## src/rtl/branch_resolve_unit_pkg.sv

```systemverilog
// ---------------------------------------------------------------------------
// branch_resolve_unit_pkg
//   Shared types for the branch resolve unit: FSM state encoding, 2-bit BHT
//   counter encoding and reset value, the captured jump-result record, and
//   the saturating counter update helper.
// ---------------------------------------------------------------------------
package branch_resolve_unit_pkg;

  typedef enum logic [1:0] {
    ST_IDLE     = 2'd0,
    ST_RESOLVE  = 2'd1,
    ST_REDIRECT = 2'd2
  } br_state_e;

  // 2-bit bimodal counter; the MSB is the taken prediction.
  typedef enum logic [1:0] {
    CTR_SNT = 2'b00,
    CTR_WNT = 2'b01,
    CTR_WT  = 2'b10,
    CTR_ST  = 2'b11
  } bht_ctr_e;

  localparam logic [1:0] BHT_RESET_VAL = CTR_WNT;

  // Everything the resolve cycle needs, captured when the jump FU finishes.
  typedef struct packed {
    logic        is_cond;
    logic        cmp_res;
    logic [31:0] pc;
    logic [31:0] target;
    logic        pred_taken;
    logic [31:0] pred_target;
  } jmp_rec_t;

  // Saturating move of a counter towards the resolved direction.
  function automatic logic [1:0] ctr_next(input logic [1:0] ctr, input logic taken);
    logic [1:0] nxt;
    nxt = ctr;
    case (ctr)
      CTR_SNT: nxt = taken ? CTR_WNT : CTR_SNT;
      CTR_WNT: nxt = taken ? CTR_WT  : CTR_SNT;
      CTR_WT:  nxt = taken ? CTR_ST  : CTR_WNT;
      CTR_ST:  nxt = taken ? CTR_ST  : CTR_WT;
      default: nxt = BHT_RESET_VAL;
    endcase
    return nxt;
  endfunction

endpackage

```

## src/rtl/branch_resolve_unit_bht_2bit.sv

```systemverilog
// ---------------------------------------------------------------------------
// bht_2bit
//   Branch history table of 2**IDX_W two-bit saturating counters.
//   Ports:
//     clk, rst        clock, synchronous active-high reset (all entries -> 01)
//     rd_idx          combinational read index
//     rd_taken        counter MSB at rd_idx (value before any same-cycle write)
//     wr_en           update strobe
//     wr_idx          entry to update
//     wr_taken        resolved direction; counter saturates at 00 / 11
// ---------------------------------------------------------------------------
module bht_2bit
  import branch_resolve_unit_pkg::*;
#(
  parameter int IDX_W = 6
) (
  input  logic             clk,
  input  logic             rst,
  input  logic [IDX_W-1:0] rd_idx,
  output logic             rd_taken,
  input  logic             wr_en,
  input  logic [IDX_W-1:0] wr_idx,
  input  logic             wr_taken
);

  localparam int ENTRIES = 2 ** IDX_W;

  logic [1:0] ctr_q [ENTRIES];

  // NOTE: the whole array is reset, so it maps to flops rather than a RAM macro;
  // the predictor must restart from a known weakly-not-taken state after rst.
  always_ff @(posedge clk) begin
    if (rst) begin
      for (int i = 0; i < ENTRIES; i++) begin
        ctr_q[i] <= BHT_RESET_VAL;
      end
    end else if (wr_en) begin
      ctr_q[wr_idx] <= ctr_next(ctr_q[wr_idx], wr_taken);
    end
  end

  // Async read sees the registered array, so a same-cycle write is not visible yet.
  assign rd_taken = ctr_q[rd_idx][1];

endmodule

```

## src/rtl/branch_resolve_unit.sv

```systemverilog
// ---------------------------------------------------------------------------
// branch_resolve_unit
//   Consumes finished jump/branch results from the jump FU, resolves the
//   direction, checks the fetch-stage prediction, trains a 2-bit BHT and,
//   on a mispredict, pulses flush and holds a PC redirect until IF acks.
//
//   Ports:
//     clk, rst                     clock, synchronous active-high reset
//     jmp_finish                   jump FU result valid (one-cycle pulse)
//     jmp_is_cond/cmp_res/pc/target  jump FU result fields
//     pred_taken, pred_target      prediction IF used for this instruction
//     if_pc, if_pred_taken         IF-side BHT lookup (combinational)
//     busy                         unit not idle; do not dispatch to jump FU
//     flush                        one-cycle squash on first redirect cycle
//     redirect_valid/pc/ack        redirect handshake to IF
//     stat_branches, stat_mispred  resolve / mispredict counters
//
//   Build option: define BR_STATS_EN to synthesize the statistics counters;
//   without it stat_branches and stat_mispred are tied to zero.
// ---------------------------------------------------------------------------
module branch_resolve_unit
  import branch_resolve_unit_pkg::*;
#(
  parameter int BHT_IDX_W = 6
) (
  input  logic        clk,
  input  logic        rst,
  input  logic        jmp_finish,
  input  logic        jmp_is_cond,
  input  logic        jmp_cmp_res,
  input  logic [31:0] jmp_pc,
  input  logic [31:0] jmp_target,
  input  logic        pred_taken,
  input  logic [31:0] pred_target,
  input  logic [31:0] if_pc,
  output logic        if_pred_taken,
  output logic        busy,
  output logic        flush,
  output logic        redirect_valid,
  output logic [31:0] redirect_pc,
  input  logic        redirect_ack,
  output logic [31:0] stat_branches,
  output logic [31:0] stat_mispred
);

  br_state_e   state_q, state_d;
  jmp_rec_t    rec_q;
  logic        first_q;        // previous cycle was RESOLVE
  logic [31:0] redirect_pc_q;

  logic        taken;
  logic        mispred;
  logic [31:0] next_pc;

  // ---------------- resolve datapath ----------------
  always_comb begin
    taken   = ~rec_q.is_cond | rec_q.cmp_res;
    next_pc = taken ? rec_q.target : rec_q.pc + 32'd4;
    mispred = (taken != rec_q.pred_taken) | (next_pc != rec_q.pred_target);
  end

  // ---------------- FSM: state register ----------------
  // NOTE: all sequential state uses non-blocking assignments so every flop
  // samples pre-edge values regardless of block ordering.
  always_ff @(posedge clk) begin
    if (rst) state_q <= ST_IDLE;
    else     state_q <= state_d;
  end

  // ---------------- FSM: next state ----------------
  // NOTE: state_d gets a default before the case so no path can infer a latch.
  always_comb begin
    state_d = state_q;
    case (state_q)
      ST_IDLE:     if (jmp_finish) state_d = ST_RESOLVE;
      ST_RESOLVE:  state_d = mispred ? ST_REDIRECT : ST_IDLE;
      ST_REDIRECT: if (redirect_ack) state_d = ST_IDLE;
      default:     state_d = ST_IDLE;
    endcase
  end

  // ---------------- FSM: outputs ----------------
  always_comb begin
    busy           = (state_q != ST_IDLE);
    redirect_valid = (state_q == ST_REDIRECT);
    flush          = (state_q == ST_REDIRECT) && first_q;
    redirect_pc    = redirect_pc_q;
  end

  // ---------------- capture / redirect registers ----------------
  always_ff @(posedge clk) begin
    if (rst) begin
      rec_q         <= '0;
      first_q       <= 1'b0;
      redirect_pc_q <= 32'd0;
    end else begin
      // Results arriving while busy are dropped: capture only from IDLE.
      if (state_q == ST_IDLE && jmp_finish) begin
        rec_q <= '{is_cond:     jmp_is_cond,
                   cmp_res:     jmp_cmp_res,
                   pc:          jmp_pc,
                   target:      jmp_target,
                   pred_taken:  pred_taken,
                   pred_target: pred_target};
      end
      first_q <= (state_q == ST_RESOLVE);
      if (state_q == ST_RESOLVE && mispred) redirect_pc_q <= next_pc;
    end
  end

  // ---------------- branch history table ----------------
  logic bht_wr_en;
  assign bht_wr_en = (state_q == ST_RESOLVE) && rec_q.is_cond;

  bht_2bit #(.IDX_W(BHT_IDX_W)) u_bht (
    .clk      (clk),
    .rst      (rst),
    .rd_idx   (if_pc[BHT_IDX_W+1:2]),
    .rd_taken (if_pred_taken),
    .wr_en    (bht_wr_en),
    .wr_idx   (rec_q.pc[BHT_IDX_W+1:2]),
    .wr_taken (taken)
  );

  // Only the index bits of the IF lookup PC select a counter.
  logic unused_if_pc_bits;
  assign unused_if_pc_bits = ^{if_pc[31:BHT_IDX_W+2], if_pc[1:0]};

  // ---------------- statistics ----------------
`ifdef BR_STATS_EN
  logic [31:0] stat_branches_q, stat_mispred_q;

  always_ff @(posedge clk) begin
    if (rst) begin
      stat_branches_q <= 32'd0;
      stat_mispred_q  <= 32'd0;
    end else if (state_q == ST_RESOLVE) begin
      stat_branches_q <= stat_branches_q + 32'd1;
      if (mispred) stat_mispred_q <= stat_mispred_q + 32'd1;
    end
  end

  assign stat_branches = stat_branches_q;
  assign stat_mispred  = stat_mispred_q;
`else
  assign stat_branches = 32'd0;
  assign stat_mispred  = 32'd0;
`endif

endmodule

```

## config.mk

```make
export PLATFORM = sky130hd
export DESIGN_NAME = branch_resolve_unit
export DESIGN_NICKNAME = d
export VERILOG_FILES = /design/src/rtl/branch_resolve_unit_pkg.sv /design/src/rtl/branch_resolve_unit_bht_2bit.sv /design/src/rtl/branch_resolve_unit.sv
export SDC_FILE = /design/constraint.sdc
export NUM_CORES = 1
export LEC_CHECK = 0
export CAP_MARGIN = 20
export CORE_AREA = 2 2 178 180
export DETAILED_ROUTE_END_ITERATION = 8
export DIE_AREA = 0 0 180 182
export GPL_ROUTABILITY_DRIVEN = 0
export PLACE_DENSITY = 0.74
export REMOVE_ABC_BUFFERS = 1
export SETUP_SLACK_MARGIN = 0.3
export SYNTH_ARGS = -nofsm -noshare
export SYNTH_HDL_FRONTEND = slang
export SYNTH_SLANG_ARGS = --single-unit
```

## constraint.sdc

```tcl
create_clock -name clk -period 3.2 [get_ports clk]
set_input_delay 0.32 -clock clk [delete_from_list [all_inputs] [get_ports clk]]
set_output_delay 0.32 -clock clk [all_outputs]
set_load 0.05 [all_outputs]
```

==> Implementation_results.wiki, run 1 <==
{| class="wikitable"
! Metric !! Value
|-
| Final Max Tran Viols || 0
|-
| Most common cell after layout, fill and taps aside || sky130_fd_sc_hd__nand2_1
|-
| Synth warnings || 0
|-
| Startpoint-to-endpoint class of the critical path || flip-flop to flip-flop
|-
| Proportion of power drawn by flip-flops and latches || 41.6%
|-
| Fraction of final layout cells sized beyond drive strength 1 || 19.7%
|-
| Die area || 0.0328 sq mm
|-
| H-tree depth reported by CTS || 1
|-
| Highest achievable clock rate || 0.315 GHz
|-
| Type of the tightest min-delay check || input port to flip-flop
|-
| Worst hold-check slack || 0.116 ns
|-
| Number of cells after detailed placement || 2192
|-
| TritonCTS clock tree || done
|-
| Vias in the first global route || 13514
|-
| Combinational group share of total power || 21.7%
|-
| Number of failing hold endpoints at the final stage || 0
|-
| Endpoint required time on the critical path || 3.49 ns
|-
| Hold depth || 2
|-
| Slew of the pin with the lowest slew margin || 1.11 ns
|-
| Count of cell types in the netlist || 81
|-
| Library cell with the largest summed area after synthesis || sky130_fd_sc_hd__edfxtp_1
|-
| Launch instance of the worst min-delay path || rst
|-
| Design internal power || 6.49 mW
|-
| Per-cell via count in the routed design || 6.19
|-
| Number of nets at the end of the flow || 1995
|-
| Leakage power || 6.87 nW
|-
| Total number of vias || 14148
|-
| Buffers from clock root to sink, at most || 3
|-
| Slew margin rel. || 26.1%
|-
| Total routing resource utilization after global routing || 28.3%
|-
| Sequential element share of the synthesized area || 43.9%
|-
| Number of CTS-inserted buffers || 30
|-
| Top-level port count || 235
|-
| Root buffer cell || sky130_fd_sc_hd__clkbuf_16
|-
| Number of flip-flops and latches in the synthesized netlist || 268
|-
| Number of cells traversed by the worst register-to-register path || 10
|-
| Share of the clock period used by the worst path after layout || 99.1%
|-
| Buffers added on ports || 144
|-
| Global-route wire length before repair || 73400 um
|-
| Power density normalized to cell area || 476 mW/mm^2
|-
| Initial DRC count || 1818
|-
| Area added between synthesis and finish || 28.9%
|-
| Commonest cells after routing, fill and taps aside || sky130_fd_sc_hd__nand2_1 (394), sky130_fd_sc_hd__clkdlybuf4s50_1 (141), sky130_fd_sc_hd__dfxtp_1 (128), sky130_fd_sc_hd__edfxtp_1 (128), sky130_fd_sc_hd__a21oi_1 (127)
|-
| Status || finished clean
|-
| Count of TritonRoute iterations in the first routing pass || 8
|-
| Clock latency of the later-clocked register in the worst-skew pair || 0.58 ns
|-
| Die extent in y || 182 um
|-
| Number of maximum-capacitance violations || 0
|-
| Core region area || 0.0310 sq mm
|-
| Largest cells by area after synthesis || sky130_fd_sc_hd__edfxtp_1 (25%), sky130_fd_sc_hd__dfxtp_1 (19%), sky130_fd_sc_hd__nand2_1 (9.8%)
|-
| Number of placement rows || 65
|-
| Initial cell density of the core || 48.9%
|-
| Synth Instances || 1676
|-
| Total half-perimeter wirelength after legalization and detailed placement || 32700 um
|-
| Share of synthesized registers carrying an async set or reset || 0%
|-
| Post-Syn Area || 0.0151 sq mm
|-
| Clock skew after layout || 0.0245 ns
|-
| X dimension of the die || 180 um
|-
| Number of inserted diodes || 0
|-
| Mean instance size in the synthesized netlist || 9.03 sq um
|-
| Number of enable flip-flop cells after synthesis || 128
|-
| Residual overflow from global routing || 0
|-
| DRC violation count after routing || 0
|-
| Pin count of the biggest net entering global routing || 95
|-
| Setup repair after global routing missed its margin || yes
|-
| Area share of the largest cell type after synthesis || 25.4%
|-
| Main synth FF type || sky130_fd_sc_hd__dfxtp_1
|-
| Fraction of power consumed by the clock network || 36.7%
|-
| Clock tree sinks || 268
|-
| Switch share || 30.1%
|-
| Clock edge transition at the registers on the reported setup and hold paths || 0.06 ns
|-
| Worst Setup Start Kind || flip-flop
|-
| Total detailed-routing wirelength || 49700 um
|-
| Worst Path Arrival || 3.46 ns
|-
| TNS Setup || 0 ns
|-
| Setup violation total in the final timing report || 0
|-
| Antenna violation net count after detailed routing || 0
|-
| Number of antenna violations at the first check in global routing || 0
|-
| Number of standard cells in the final layout excluding fillers || 2284
|-
| Power Total || 9.28 mW
|-
| Final worst path period need || 3.17 ns
|-
| Nature of the critical path endpoint || flip-flop
|-
| Maximum ir drop on the vdd rail || 0.000468 V
|-
| Mean routed wirelength per cell || 21.8 um
|-
| Switching component of the power || 2.79 mW
|-
| Largest driver fanout on the critical path || 14
|}
[cells in the mapped netlist (15+ instances only)]
cell / n
sky130_fd_sc_hd__nor4_1: 19
sky130_fd_sc_hd__inv_1: 31
sky130_fd_sc_hd__nand4_1: 27
sky130_fd_sc_hd__buf_4: 67
sky130_fd_sc_hd__nand3_1: 81
sky130_fd_sc_hd__clkbuf_1: 97
sky130_fd_sc_hd__nand2_1: 396
sky130_fd_sc_hd__a211oi_1: 18
sky130_fd_sc_hd__buf_2: 21
sky130_fd_sc_hd__nor2_1: 123
sky130_fd_sc_hd__buf_1: 29
sky130_fd_sc_hd__a21oi_1: 127
sky130_fd_sc_hd__dfxtp_1: 140
sky130_fd_sc_hd__nor3_1: 22
sky130_fd_sc_hd__edfxtp_1: 128
sky130_fd_sc_hd__o21ai_0: 18
sky130_fd_sc_hd__xnor2_1: 24
sky130_fd_sc_hd__mux4_2: 62
sky130_fd_sc_hd__xor2_1: 15
[layer usage]
| layer | GRT usage, % | routed length, um |
|---|---|---|
| met2 | 48.2 | 24200 |
| met3 | 4.61 | 4610 |
| met5 | 0 | 0 |
| met4 | 16.5 | 3480 |
| met1 | 34.1 | 17400 |
[final cells by class]
type                    count  area [sq um]
clock buffers              39           815
clock inverters            16           169
fillers                  2440         11500
inverters                  31           116
multi-input cells        1224          8060
flip-flops and latches    268          6670
well taps                 402           503
repair buffers            304          3180
[logic make-up (layout without fill, tap and decap cells)]
| kind of cell | after synthesis | count (layout) | share of synthesized area, % |
|---|---|---|---|
| fa+ha+maj | 3 | 3 | 0.215 |
| xor+xnor | 42 | 42 | 2.71 |
| mux | 69 | 69 | 9.69 |
| simple gates | 748 | 748 | 22.2 |
| other cells | 1 | 64 | 0.0248 |
| buf+inv | 247 | 390 | 8.06 |
| compound gates | 298 | 298 | 13.2 |
| flops | 268 | 268 | 43.9 |
[flip-flops by register name (all words and copies together), names as in the netlist, named ones only]
signal,flops
u_bht.ctr_q,128
rec_q,99
redirect_pc,32
state_q,2
first_q,1
[per-stage QoR]
step	utilization (%)	area (sq um)	setup WS [ns]
after detailed placement	56.0	17400	0.0107
final	63.0	19500	0.0276
after global routing	63.0	19500	-0.0902
after CTS	61.1	18900	0.153
after global placement	56.0	17400	0.0518
after floorplan	-	14300	-2.82
[power groups by stage]
| stage | registers [mW] | logic (mW) | clock network, mW |
|---|---|---|---|
| 6_report | 3.86 | 2.02 | 3.41 |
| 5_1_grt | 3.87 | 2.11 | 3.56 |
| 4_1_cts | 3.85 | 1.80 | 3.41 |
| 3_5_place_dp | 3.92 | 1.63 | 0 |
| 3_3_place_gp | 3.91 | 1.61 | 0 |
| 2_1_floorplan | 3.96 | 0.882 | 0 |
[final timing paths]
| path | endpoint | slack [ns] |
|---|---|---|
| hold reg to reg | rec_q[10] | 0.46 |
| hold / removal | state_q[0] | 0.12 |
| setup reg to reg | u_bht.ctr_q[39][0] | 0.03 |
| setup / recovery | u_bht.ctr_q[39][0] | 0.03 |
[repair_timing]
item / CTS / global route
pin swaps: 24 / 28
hold buffers: 0 / 0
endpoints found under the setup margin: 162 / 162
buffers inserted: 19 / 8
cloned: 5 / 5
resized for setup: 75 / 69
[critical path, cell delays in order, from the launching register on]
cell and delay, ns:
sky130_fd_sc_hd__dfxtp_4 0.39, sky130_fd_sc_hd__buf_12 0.13, sky130_fd_sc_hd__buf_12 0.13, sky130_fd_sc_hd__mux4_2 0.52, sky130_fd_sc_hd__mux4_2 0.49, sky130_fd_sc_hd__mux2_4 0.31, sky130_fd_sc_hd__o21ai_4 0.18, sky130_fd_sc_hd__maj3_2 0.32
sky130_fd_sc_hd__buf_4 0.17, sky130_fd_sc_hd__buf_16 0.15, sky130_fd_sc_hd__nand3_1 0.09
Note: power is estimated with default switching activity, not from simulation.
==> run 2, diff against run 1 <==
Settings changed: MAX_ROUTING_LAYER from default to met4.
==> Implementation_results.wiki, run 2 (synthesis results as in run 1) <==
{| class="wikitable"
! Metric !! Value
|-
| Setup repair after global routing missed its margin || yes
|-
| Nature of the critical path endpoint || flip-flop
|-
| Startpoint-to-endpoint class of the critical path || flip-flop to flip-flop
|-
| TritonCTS clock tree || done
|-
| Pin count of the biggest net entering global routing || 95
|-
| Clock edge transition at the registers on the reported setup and hold paths || 0.06 ns
|-
| Status || finished clean
|-
| Mean routed wirelength per cell || 21.7 um
|-
| Worst path slowest cell || sky130_fd_sc_hd__or4_4
|-
| Clock tree sinks || 268
|-
| Most common cell after layout, fill and taps aside || sky130_fd_sc_hd__nand2_1
|-
| Power density normalized to cell area || 477 mW/mm^2
|-
| Initial cell density of the core || 48.9%
|-
| Vias in the first global route || 13503
|-
| Final worst setup slack || 0.0330 ns
|-
| Count of fill cells added during filler insertion || 2437
|-
| Register Area || 0.00667 sq mm
|-
| Count of buffering cells on the critical path with inverters included || 1
|-
| Maximum ir drop on the vdd rail || 0.000461 V
|-
| Buffers added on ports || 144
|-
| Total routing resource utilization after global routing || 29.2%
|-
| Core region area || 0.0310 sq mm
|-
| Sequence of cells on the critical path || ha_2 > and3_2 > nand3_1 > xor2_1 > a311o_1 > nand4_1 > or4_4 > buf_16 > o31ai_4 > o311ai_1
|-
| Root buffer cell || sky130_fd_sc_hd__clkbuf_16
|-
| Top-level port count || 235
|-
| Largest incremental delay on the critical path || 0.65 ns
|-
| Power Total || 9.27 mW
|-
| Final worst path period need || 3.17 ns
|-
| Pre-CTS setup slack || 0.0107 ns
|-
| Number of placement rows || 65
|-
| Number of antenna violations at the first check in global routing || 0
|-
| Number of cells after detailed placement || 2192
|-
| Setup violation total in the final timing report || 0
|-
| Share of the clock period used by the worst path after layout || 99.0%
|-
| Number of CTS-inserted buffers || 30
|-
| Combinational group share of total power || 21.6%
|-
| X dimension of the die || 180 um
|-
| Commonest cells after routing, fill and taps aside || sky130_fd_sc_hd__nand2_1 (394), sky130_fd_sc_hd__clkdlybuf4s50_1 (141), sky130_fd_sc_hd__dfxtp_1 (128), sky130_fd_sc_hd__edfxtp_1 (128), sky130_fd_sc_hd__a21oi_1 (127)
|-
| Fraction of power consumed by the clock network || 36.8%
|-
| Area of placed instances || 0.0174 sq mm
|-
| H-tree depth reported by CTS || 1
|-
| Slew of the pin with the lowest slew margin || 1.08 ns
|-
| Count of TritonRoute iterations in the first routing pass || 6
|-
| Die area || 0.0328 sq mm
|-
| Antenna violation net count after detailed routing || 0
|-
| Largest driver fanout on the critical path || 8
|-
| Max FFs per register || 128
|-
| Number of standard cells in the final layout excluding fillers || 2283
|-
| Type of the tightest min-delay check || input port to flip-flop
|-
| Buffers from clock root to sink, at most || 3
|-
| DRC violation count after routing || 0
|-
| Design internal power || 6.49 mW
|-
| Highest achievable clock rate || 0.316 GHz
|-
| Clock latency of the later-clocked register in the worst-skew pair || 0.58 ns
|-
| Register with the highest flop count || u_bht.ctr_q
|-
| Number of failing hold endpoints at the final stage || 0
|-
| Switching component of the power || 2.78 mW
|-
| Leakage power || 6.85 nW
|-
| Total detailed-routing wirelength || 49500 um
|-
| Number of nets at the end of the flow || 1994
|-
| Initial DRC count || 1864
|-
| Worst Path Arrival || 3.60 ns
|-
| Post-route cell area || 0.0194 sq mm
|-
| Clock skew after layout || 0.0263 ns
|-
| Area added between synthesis and finish || 28.3%
|-
| Endpoint required time on the critical path || 3.64 ns
|-
| Area occupied by multi-input gates || 0.00800 sq mm
|-
| Per-cell via count in the routed design || 6.21
|-
| Slew margin rel. || 27.7%
|-
| TNS Setup || 0 ns
|-
| Global-route wire length before repair || 73400 um
|-
| Final Max Tran Viols || 0
|-
| Fraction of final layout cells sized beyond drive strength 1 || 19.2%
|-
| Total half-perimeter wirelength after legalization and detailed placement || 32700 um
|-
| Switch share || 30.0%
|-
| Total number of vias || 14174
|-
| Residual overflow from global routing || 0
|-
| Final core area utilization || 62.7%
|-
| Worst hold-check slack || 0.115 ns
|-
| Worst Setup Start Kind || flip-flop
|-
| Number of inserted diodes || 0
|-
| Total of hold buffers inserted after clock tree synthesis || 0
|-
| Die extent in y || 182 um
|-
| Proportion of power drawn by flip-flops and latches || 41.6%
|-
| Crit path max-delay family || simple AND/OR/NAND/NOR gates
|-
| Number of maximum-capacitance violations || 0
|}
==> run 2: changes by cell type in the layout (fill, tap and decap cells not counted), sizes merged <==
cell | previous run | this run
buf | 157 | 156
==> run 2: layout make-up <==
cell class,count,area share [%]
clock buffer,39,4.19
multi-input combinational,1224,41.2
tap,402,2.59
inverter,31,0.599
sequential,268,34.3
timing repair buffer,303,16.2
clock inverter,16,0.869
==> run 2: what timing repair did <==
item | CTS | global route
pin swaps | 24 | 28
gates cloned | 5 | 5
endpoints found under the hold margin | 0 | 0
endpoints found under the setup margin | 162 | 162
resized for setup | 75 | 58
buffers inserted | 19 | 7
==> run 2: worst paths after layout <==
path / startpoint / endpoint / slack [ns] / cells after the start
worst min register to register: rec_q[10] / rec_q[10] / 0.46 / 2
worst max-delay path: rec_q[67] / redirect_pc[29] / 0.03 / 10
worst min-delay path: rst / state_q[0] / 0.12 / 2
worst max register to register: rec_q[67] / redirect_pc[29] / 0.03 / 10
==> run 2: power by group through the flow <==
| stage | Clock (mW) | Sequential (mW) | Combinational, mW |
|---|---|---|---|
| after floorplan | 0 | 3.96 | 0.882 |
| after global placement | 0 | 3.91 | 1.61 |
| after detailed placement | 0 | 3.92 | 1.63 |
| after CTS | 3.41 | 3.85 | 1.80 |
| after global routing | 3.55 | 3.87 | 2.10 |
| final | 3.41 | 3.86 | 2.00 |
==> run 2: per-layer routing <==
layer | global-route usage (%) | up-vias | part of all wire, %
li1 | - | 6278 | -
met1 | 34.3 | 6715 | 35
met2 | 48.2 | 959 | 49
met3 | 4.31 | 222 | 9.4
met4 | 16.6 | 0 | 6.7
met5 | - | - | 0
==> RTL change: new RTL, settings of run 2 <==
Build with the macro `BR_STATS_EN` defined.
--- a/src/rtl/branch_resolve_unit.sv
+++ b/src/rtl/branch_resolve_unit.sv
@@ -19,4 +19,6 @@
 //   without it stat_branches and stat_mispred are tied to zero.
 // ---------------------------------------------------------------------------
+`define BR_STATS_EN
+
 module branch_resolve_unit
   import branch_resolve_unit_pkg::*;
Formal check against the unedited RTL: not equivalent (a bounded check fails within 4 cycles, from zero or initial values and one cycle with rst high).
==> RTL change against run 2 <==
Sequential share of layout area decreased by 1.2 points; first-iteration DRC count is 0.86% higher; worst setup slack got worse by 0.16 ns; sequential cell count is 64 higher; the run now ends with setup timing left; cell area grew 23%; highest routed layer unchanged; total power is 18% higher; critical path type unchanged; synthesized area is 11% higher; wire length rose by 20%.
==> RTL change: results (changes against run 2) <==
* Status: finished with violations
* Failing checks: setup timing
* WP data arrival at 3.68 ns (+0.08 ns)
* Hold Path Sink: first_q$_SDFF_PP0_
* Port buffer count at 208 (+44%)
* Mean Syn Cell Area at 9.05 sq um (+0.15%)
* Slowest cell delay on critical path at 0.63 ns (-0.02 ns)
* Fin nets at 2328 (+17%)
* Worst skew pair latency at 0.54 ns (-0.04 ns)
* TritonRoute pass-1 iters at 5 (-1)
* GRT Util Overall at 33.8% (+4.6 points)
* DRT Wirelength at 59.6 mm (+20%)
* Compound-Gate Fraction of Synth Area at 10.8% (-2.4 points)
* Top cells by area in the synthesized netlist: dfxtp_1 24%, edfxtp_1 23%, nand2_1 9.3%
* Adder-Cell Fraction of Synth Area at 0.341% (+0.13 points)
* Layout cells sized above 1 at 27.3% (+8.1 points)
* Register area share after synthesis at 47.0% (+3.1 points)
* Placed instance count at 2497 (+14%)
* Pre-CTS setup slack at -0.312 ns (-0.322 ns)
* Psw at 2.96 mW (+6.3%)
* Leak at 8.16 nW (+19%)
* Largest net degree at the start of global routing at 81 (-15%)
* Fillers at 1914 (-21%)
* Fin Hold WS at 0.120 ns (+0.00477 ns)
* Via count at 16400 (+16%)
* Setup tns final at -8.70 ns (-8.70 ns)
* Post-Synth XOR/XNOR Area at 4.00% (+1.3 points)
* Synth top cells by count: 420 x nand2_1, 204 x dfxtp_1, 154 x nor2_1
* Num CTS Buffers at 37 (+23%)
* Crit path setup slack, layout at -0.122 ns (-0.155 ns)
* Drt via density at 6.27 (+0.97%)
* # setup viols final at 168 (+168)
## RTL change: changes by cell type in the layout (fill, tap and decap cells not counted), moves of 24 or more
cell | before | now
nor2_4 | 0 | 37
xor2_1 | 15 | 41
dfxtp_1 | 128 | 187
conb_1 | 64 | 0
clkdlybuf4s50_1 | 141 | 205
buf_4 | 114 | 158
nand2_1 | 394 | 418
nand3_2 | 11 | 73
nand3_1 | 70 | 36
## RTL change: layout make-up
type	count	area share, %
clock buffers	53	4.63
clock inverters	15	0.579
inverters	24	0.376
multi-input cells	1353	39.5
flip-flops and latches	332	33.2
well taps	402	2.10
repair buffers	442	19.6
## RTL change: repair_timing
item                                    in CTS  in global routing
pin swaps                                   23                 42
buffers inserted                            22                 11
endpoints found under the setup margin     194                194
resized for setup                          142                229
cloned                                      11                 12
hold endpoints to repair                     0                  0
## RTL change: routing by layer
metal,GRT usage [%],routed length (microns)
met5,-,0
met4,16.2,3250
met3,6.12,5220
met2,56.8,29900
met1,39.4,21300
## RTL change: power groups by stage
stage	Combinational [mW]	Sequential (mW)	Clock, mW
after floorplan	0.622	4.78	0
after global placement	1.35	4.71	0
after detailed placement	1.37	4.72	0
after CTS	1.66	4.64	4.37
after global routing	1.98	4.66	4.58
final	1.90	4.65	4.38
## RTL change: logic make-up (layout without fill, tap and decap cells)
family | Yosys count | in the layout
buf+inv | 179 | 534
mux | 78 | 78
xor+xnor | 77 | 77
simple gates | 892 | 892
flops | 332 | 332
fa+ha+maj | 5 | 5
compound gates | 301 | 301
## RTL change: per-stage QoR
stage | util (%) | area, sq um
global placement | 65.6 | 20300
global route | 77.4 | 24000
detailed placement | 65.6 | 20300
CTS | 73.3 | 22700
finish | 77.4 | 24000
floorplan | - | 16300
